<file path="src/rtl/sw_job_sequencer.sv">
// Sequences one Smith-Waterman job on Top: t load, start pulse, on-demand s chunk serving, score capture.
// Optional JOB_TIMEOUT_EN adds a CAL cycle limit (TIMEOUT_CYC) that aborts with o_timeout.
module sw_job_sequencer #(
  parameter int unsigned T_ADDR_W  = 10,
  parameter int unsigned T_W       = 18,
  parameter int unsigned S_ADDR_W  = 8,
  parameter int unsigned S_W       = 128,
  parameter int unsigned S_LEN_W   = 15,
  parameter int unsigned CHUNK_LOG = 6,
  parameter int unsigned SCORE_W   = 16
`ifdef JOB_TIMEOUT_EN
  , parameter int unsigned TIMEOUT_CYC = 65535
`endif
) (
  input  logic                 clk,
  input  logic                 rst,
  input  logic                 i_job_start,
  input  logic [T_ADDR_W:0]    i_t_len,
  input  logic [S_LEN_W-1:0]   i_s_len,
  output logic                 o_job_busy,
  output logic                 o_job_done,
  output logic [SCORE_W-1:0]   o_score,
  output logic                 o_timeout,
  output logic [T_ADDR_W-1:0]  o_t_addr,
  input  logic [T_W-1:0]       i_t_rdata,
  output logic [S_ADDR_W-1:0]  o_s_addr,
  input  logic [S_W-1:0]       i_s_rdata,
  output logic                 o_set_t,
  output logic                 o_start_cal,
  input  logic                 i_top_busy,
  output logic [T_W-1:0]       o_t,
  input  logic                 i_request_s,
  output logic [S_W-1:0]       o_s,
  output logic [CHUNK_LOG:0]   o_s_valid,
  input  logic [SCORE_W-1:0]   i_result,
  input  logic                 i_result_valid
);

  localparam int unsigned TL_W = T_ADDR_W + 1;
  localparam int unsigned SV_W = CHUNK_LOG + 1;
  localparam logic [S_LEN_W-1:0] CHUNK_CHARS = S_LEN_W'(1 << CHUNK_LOG);

  typedef enum logic [2:0] {IDLE, SET_T, LOAD_T, WAIT_T, START, CAL, DONE} state_t;

  state_t               state;
  logic [TL_W-1:0]      t_len_q;
  logic [TL_W-1:0]      t_cnt;
  logic                 t_vld;
  logic [S_LEN_W-1:0]   s_len_q;
  logic [S_LEN_W-1:0]   s_rem;
  logic [S_ADDR_W-1:0]  s_ptr;
  logic                 rd_pend;
  logic [SV_W-1:0]      rd_valid;
  logic                 s_vld;

  // Memory read data is forwarded in the cycle it returns, gated by a registered qualifier
  assign o_t = t_vld ? i_t_rdata : '0;
  assign o_s = s_vld ? i_s_rdata : '0;

`ifdef JOB_TIMEOUT_EN
  localparam int unsigned TO_W = $clog2(TIMEOUT_CYC + 1);
  logic [TO_W-1:0] to_cnt;
  logic            to_hit;
  assign to_hit = (to_cnt == TO_W'(TIMEOUT_CYC - 1));
`else
  assign o_timeout = 1'b0;
`endif

  always_ff @(posedge clk) begin
    if (rst) begin
      state       <= IDLE;
      t_len_q     <= '0;
      t_cnt       <= '0;
      t_vld       <= 1'b0;
      s_len_q     <= '0;
      s_rem       <= '0;
      s_ptr       <= '0;
      rd_pend     <= 1'b0;
      rd_valid    <= '0;
      s_vld       <= 1'b0;
      o_job_busy  <= 1'b0;
      o_job_done  <= 1'b0;
      o_score     <= '0;
      o_t_addr    <= '0;
      o_s_addr    <= '0;
      o_set_t     <= 1'b0;
      o_start_cal <= 1'b0;
      o_s_valid   <= '0;
`ifdef JOB_TIMEOUT_EN
      to_cnt      <= '0;
      o_timeout   <= 1'b0;
`endif
    end else begin
      o_set_t     <= 1'b0;
      o_start_cal <= 1'b0;
      o_job_done  <= 1'b0;
`ifdef JOB_TIMEOUT_EN
      o_timeout   <= 1'b0;
`endif
      // Chunk pipeline: address cycle -> data cycle
      rd_pend   <= 1'b0;
      s_vld     <= rd_pend;
      o_s_valid <= rd_pend ? rd_valid : '0;

      case (state)
        IDLE: begin
          if (i_job_start) begin
            o_job_busy <= 1'b1;
            o_score    <= '0;
            if (i_t_len == '0 || i_s_len == '0) begin
              o_job_done <= 1'b1;
              state      <= DONE;
            end else begin
              t_len_q  <= i_t_len;
              s_len_q  <= i_s_len;
              o_set_t  <= 1'b1;
              o_t_addr <= '0;
              state    <= SET_T;
            end
          end
        end
        SET_T: begin
          t_vld    <= 1'b1;
          t_cnt    <= '0;
          o_t_addr <= o_t_addr + T_ADDR_W'(1);
          state    <= LOAD_T;
        end
        LOAD_T: begin
          t_cnt <= t_cnt + TL_W'(1);
          if (t_cnt + TL_W'(1) == t_len_q) begin
            t_vld    <= 1'b0;
            o_t_addr <= '0;
            state    <= WAIT_T;
          end else begin
            o_t_addr <= o_t_addr + T_ADDR_W'(1);
          end
        end
        WAIT_T: begin
          if (!i_top_busy) begin
            o_start_cal <= 1'b1;
            s_ptr       <= '0;
            s_rem       <= s_len_q;
`ifdef JOB_TIMEOUT_EN
            to_cnt      <= '0;
`endif
            state       <= START;
          end
        end
        START: state <= CAL;
        CAL: begin
          if (i_result_valid) begin
            o_score    <= i_result;
            o_job_done <= 1'b1;
            s_vld      <= 1'b0;
            o_s_valid  <= '0;
            state      <= DONE;
          end
`ifdef JOB_TIMEOUT_EN
          else if (to_hit) begin
            o_score    <= '0;
            o_timeout  <= 1'b1;
            o_job_done <= 1'b1;
            s_vld      <= 1'b0;
            o_s_valid  <= '0;
            state      <= DONE;
          end
`endif
          else begin
`ifdef JOB_TIMEOUT_EN
            to_cnt <= to_cnt + TO_W'(1);
`endif
            // Last chunk of a pass wraps so s re-streams for the next pass
            if (i_request_s && !rd_pend && !s_vld) begin
              o_s_addr <= s_ptr;
              rd_pend  <= 1'b1;
              if (s_rem <= CHUNK_CHARS) begin
                rd_valid <= SV_W'(s_rem);
                s_ptr    <= '0;
                s_rem    <= s_len_q;
              end else begin
                rd_valid <= '1;
                s_ptr    <= s_ptr + S_ADDR_W'(1);
                s_rem    <= s_rem - CHUNK_CHARS;
              end
            end
          end
        end
        DONE: begin
          o_job_busy <= 1'b0;
          state      <= IDLE;
        end
        default: state <= IDLE;
      endcase
    end
  end

endmodule

</file>
<file path="config.mk">
export PLATFORM = sky130hd
export DESIGN_NAME = sw_job_sequencer
export DESIGN_NICKNAME = d
export VERILOG_FILES = /design/src/rtl/sw_job_sequencer.sv
export SDC_FILE = /design/constraint.sdc
export NUM_CORES = 1
export LEC_CHECK = 0
export ABC_CLOCK_PERIOD_IN_PS = 7000
export CORE_AREA = 2 2 149 151
export DETAILED_ROUTE_END_ITERATION = 10
export DIE_AREA = 0 0 151 153
export PLACE_DENSITY_LB_ADDON = 0.1
export SLEW_MARGIN = 40
export SYNTH_ARGS = -nofsm -noshare
export SYNTH_HDL_FRONTEND = slang
export SYNTH_SLANG_ARGS = --single-unit
</file>
<file path="constraint.sdc">
create_clock -name clk -period 7 [get_ports clk]
set_input_delay 1.75 -clock clk [delete_from_list [all_inputs] [get_ports clk]]
set_output_delay 1.75 -clock clk [all_outputs]
set_load 0.005 [all_outputs]
</file>
==> impl_results.md <==
* Outcome: finished, final reports clean
* Max-slew violations at 0
* Adder-Cell Fraction of Synth Area at 0.967%
* Hold_sp: o_score[11]
* Slowest cell on crit path: clkdlybuf4s50_1
* YS warnings at 0
* Die area at 0.0231 mm2
* Clock-pin slew of the registers on the worst-case setup and hold paths at roughly 0.050 ns
* FF-to-FF End: o_t_addr[1]
* Total grt overflow at 0
* Fin Setup TNS at 0 ns
* Die Ht at about 150 um
* GRT Total Usage at 24.2%
* Area of the core at 0.0215 mm2
* Io pins at 386
* FF+latch count, synth at approximately 120
* Slowest stage delay, CP at 0.56 ns
* Max-slew headroom at 49.5%
* Register area share after synthesis at 36.5%
* Rows at 54
* Post_cts resized at 0
* Synth Area per Inst at approximately 7.5 um2
* Initial DRC count at 477
* I/O Buffers at 384
* Antenna viol nets, final at 0
* Postcts setup bufs at 0
* F_max at between 0.2 and 0.25 GHz
* Detailed-router iteration count before antenna repair at 5
* RSZ-0062 raised after global routing: false
* Filler Cell Count at 2,151
* Root Driver: clkbuf_16
* Syn Nets at 1,062
* Largest family of logic cells by synthesized area: simple AND/OR/NAND/NOR gates
* Post-synth top flop: dfxtp_1
* Synth Area in Simple Gates at 36.0%
* DP Area at between 0.01 and 0.015 mm2
* Post-Syn Area at 0.00647 mm2
* Total power at 2.16 mW
* Area growth, synth to finish at 70.3%
* Crit path top cell by count: clkdlybuf4s50_1
* Mux cell area share after synthesis at 0.155%
* Critical path class: primary input to output pin
* Netlist cell types at 61
* CP max FO at 1
* Clock Latency Late Sink at a little over 0.4 ns
* Final Critical Period at a little under 5 ns
* Power per Cell Area at 196 mW/mm2
* Die width at approximately 150 um
* First-pass GRT wire length at 41,900 um
* CP arrival at roughly 3.1 ns
* Xor-xnor portion of the synthesized cell area at 4.06%
* Wire length per cell at 19.3 um
* Post-route cell area at 0.0110 mm2
* Critical Path End Type: output pin
* Max Clock Skew at 0.00837 ns
* Worst hold path depth at 2
* Cells after synthesis at ~860
* DR vias at 7,259
* Post-DP HPWL at 22,400 um
* Max Cap Viol at 0
* Slew @ Worst Pin at 0.758 ns
* Vias in the first global route at 6,687
* FF/Latch Area at 0.00237 mm2
* Cell chain of the critical path: clkdlybuf4s50_1, and2_1, clkdlybuf4s50_1
* Antenna cells at 0
* Clock Tree Buf Depth at 2
* Startpoint Class: primary input
* Top post-synthesis cells by area: dfxtp_1 37%, and2_1 15%, nand2_1 7.8%
* Reg2Reg Setup Slack at roughly 4.2 ns
* Clk sinks at ~120
* Largest net degree at the start of global routing at between 70 and 80
* RePlAce Congestion at 0.888
* Final Hold Violating Endpoints at 0
* Routed WL at 28,900 um
* Synth top area share at between 30% and 40%
* Drt via density at just under 5
* Layout Nets at about 1.4k
* Area of the multi-input gates at 0.00377 mm2
* WHS Endpoint: o_score[11]
* Initial antenna violation count at 3
* Crit path required time at 5.25 ns
* CTS tree: built
* DRC Markers at 0
* Number of flops mapped to enable cells by yosys at 0
* Largest area contributor in the netlist: dfxtp_1
* Reg-to-Reg Start: t_cnt[0]
* Share of synthesized registers carrying an async set or reset at 0%
* Starting density of the core at 30.1%
* Compound-Gate Fraction of Synth Area at 17.0%
* Leak at around 4.0 nW
* Hold Crit Class: flip-flop to flip-flop
* TritonCTS Buffers at 17
* Reg2Reg Depth at 7
* Share of cells above drive strength 1 at 4.27%
* Maximum VDD drop at between 0.2 and 0.25 mV
* Commonest cells post-synth: 155 x and2_1, 135 x nand2_1, 118 x dfxtp_1
* Count leader, synth: and2_1
* Hold_buf cts at 0
* H-tree depth at 4
* Fin crit share at 69.4%
* Final setup viols at 0
## final cells by class
cell class / count / area share, %
Clock inverter: 9 / 1.17
Timing Repair Buffer: 391 / 35.4
Sequential cell: 118 / 21.5
Inverter: 10 / 0.341
Multi-Input combinational cell: 669 / 34.3
Clock buffer: 22 / 4.12
Tap cell: 280 / 3.18
## per-layer routing
| metal | GRT usage (%) | share of wire, % | routed length [um] | vias to the layer above |
|---|---|---|---|---|
| met3 | 5.85 | 8.0 | 2320 | 22 |
| met1 | 35.4 | 48 | 13800 | 3356 |
| met2 | 35.5 | 43 | 12400 | 251 |
| met4 | 6.10 | 1.4 | 416 | 2 |
| li1 | - | - | - | 3628 |
| met5 | 0 | 0.041 | 12 | - |
## state kept, by name, summed over array words and instances, names as in the netlist, 3 cells and up
register   count
s_rem         15
s_len_q       15
rd_valid       7
o_s_valid      7
t_cnt         11
t_len_q       11
o_score       16
o_s_addr       8
o_t_addr      10
s_ptr          8
state          3
## power breakdown
part           internal, mW  switching [mW]  leakage, nW
combinational         0.254           0.285         2.71
clock                 0.565           0.297        0.280
sequential            0.717          0.0449        0.957
## stage by stage
stage / worst slack, ns / instances / utilization [%] / hold WS, ns
floorplan: 3.36 / 863 / - / 0.424
global placement: 2.14 / 1467 / 48.4 / 0.438
detailed placement: 2.16 / 1468 / 48.6 / 0.442
CTS: 2.14 / 1499 / 51.3 / 0.450
global route: 2.15 / 1499 / 51.3 / 0.465
finish: 2.14 / 1499 / 51.3 / 0.447
## cells by family (layout without fill, tap and decap cells)
kind of cell | Yosys count | in the layout
AND/OR/NAND/NOR | 451 | 451
buffers and inverters | 76 | 432
other | 1 | 1
XOR/XNOR | 30 | 30
flip-flops | 118 | 118
adder cells (fa/ha/maj) | 5 | 5
AO/OA/AOI/OAI | 181 | 181
multiplexers | 1 | 1
## worst max-delay path: cells and delay by family
kind                   cells  cell delay (ns)
and+or+nand+nor            1             0.29
buffers and inverters      2             1.06
## worst max path at each step
stage | startpoint | to | slack, ns
final | i_s_rdata[12] | o_s[12] | 2.14
after global routing | i_s_rdata[13] | o_s[13] | 2.15
after CTS | i_s_rdata[15] | o_s[15] | 2.14
after detailed placement | i_s_rdata[15] | o_s[15] | 2.16
after global placement | i_s_rdata[15] | o_s[15] | 2.14
after floorplan | i_s_rdata[0] | o_s[0] | 3.36
## placed cells by master (no fill, tap or decap), types with 4 or more instances in the layout
cell type	instances
a211oi_2	5
xor2_1	14
nor2_1	43
nand2b_1	9
clkdlybuf4s50_1	383
clkbuf_1	4
ha_1	5
a21o_1	5
nor3_1	26
inv_1	9
dfxtp_1	117
nand3_1	33
a21oi_1	100
xnor2_1	16
clkbuf_16	17
a31oi_1	5
nor2b_1	5
nand2_1	135
o31ai_1	5
nor4_1	12
o22ai_1	4
o21ai_0	29
buf_4	6
nand4_1	10
and2_1	155
(Power assumes the default switching activity.)
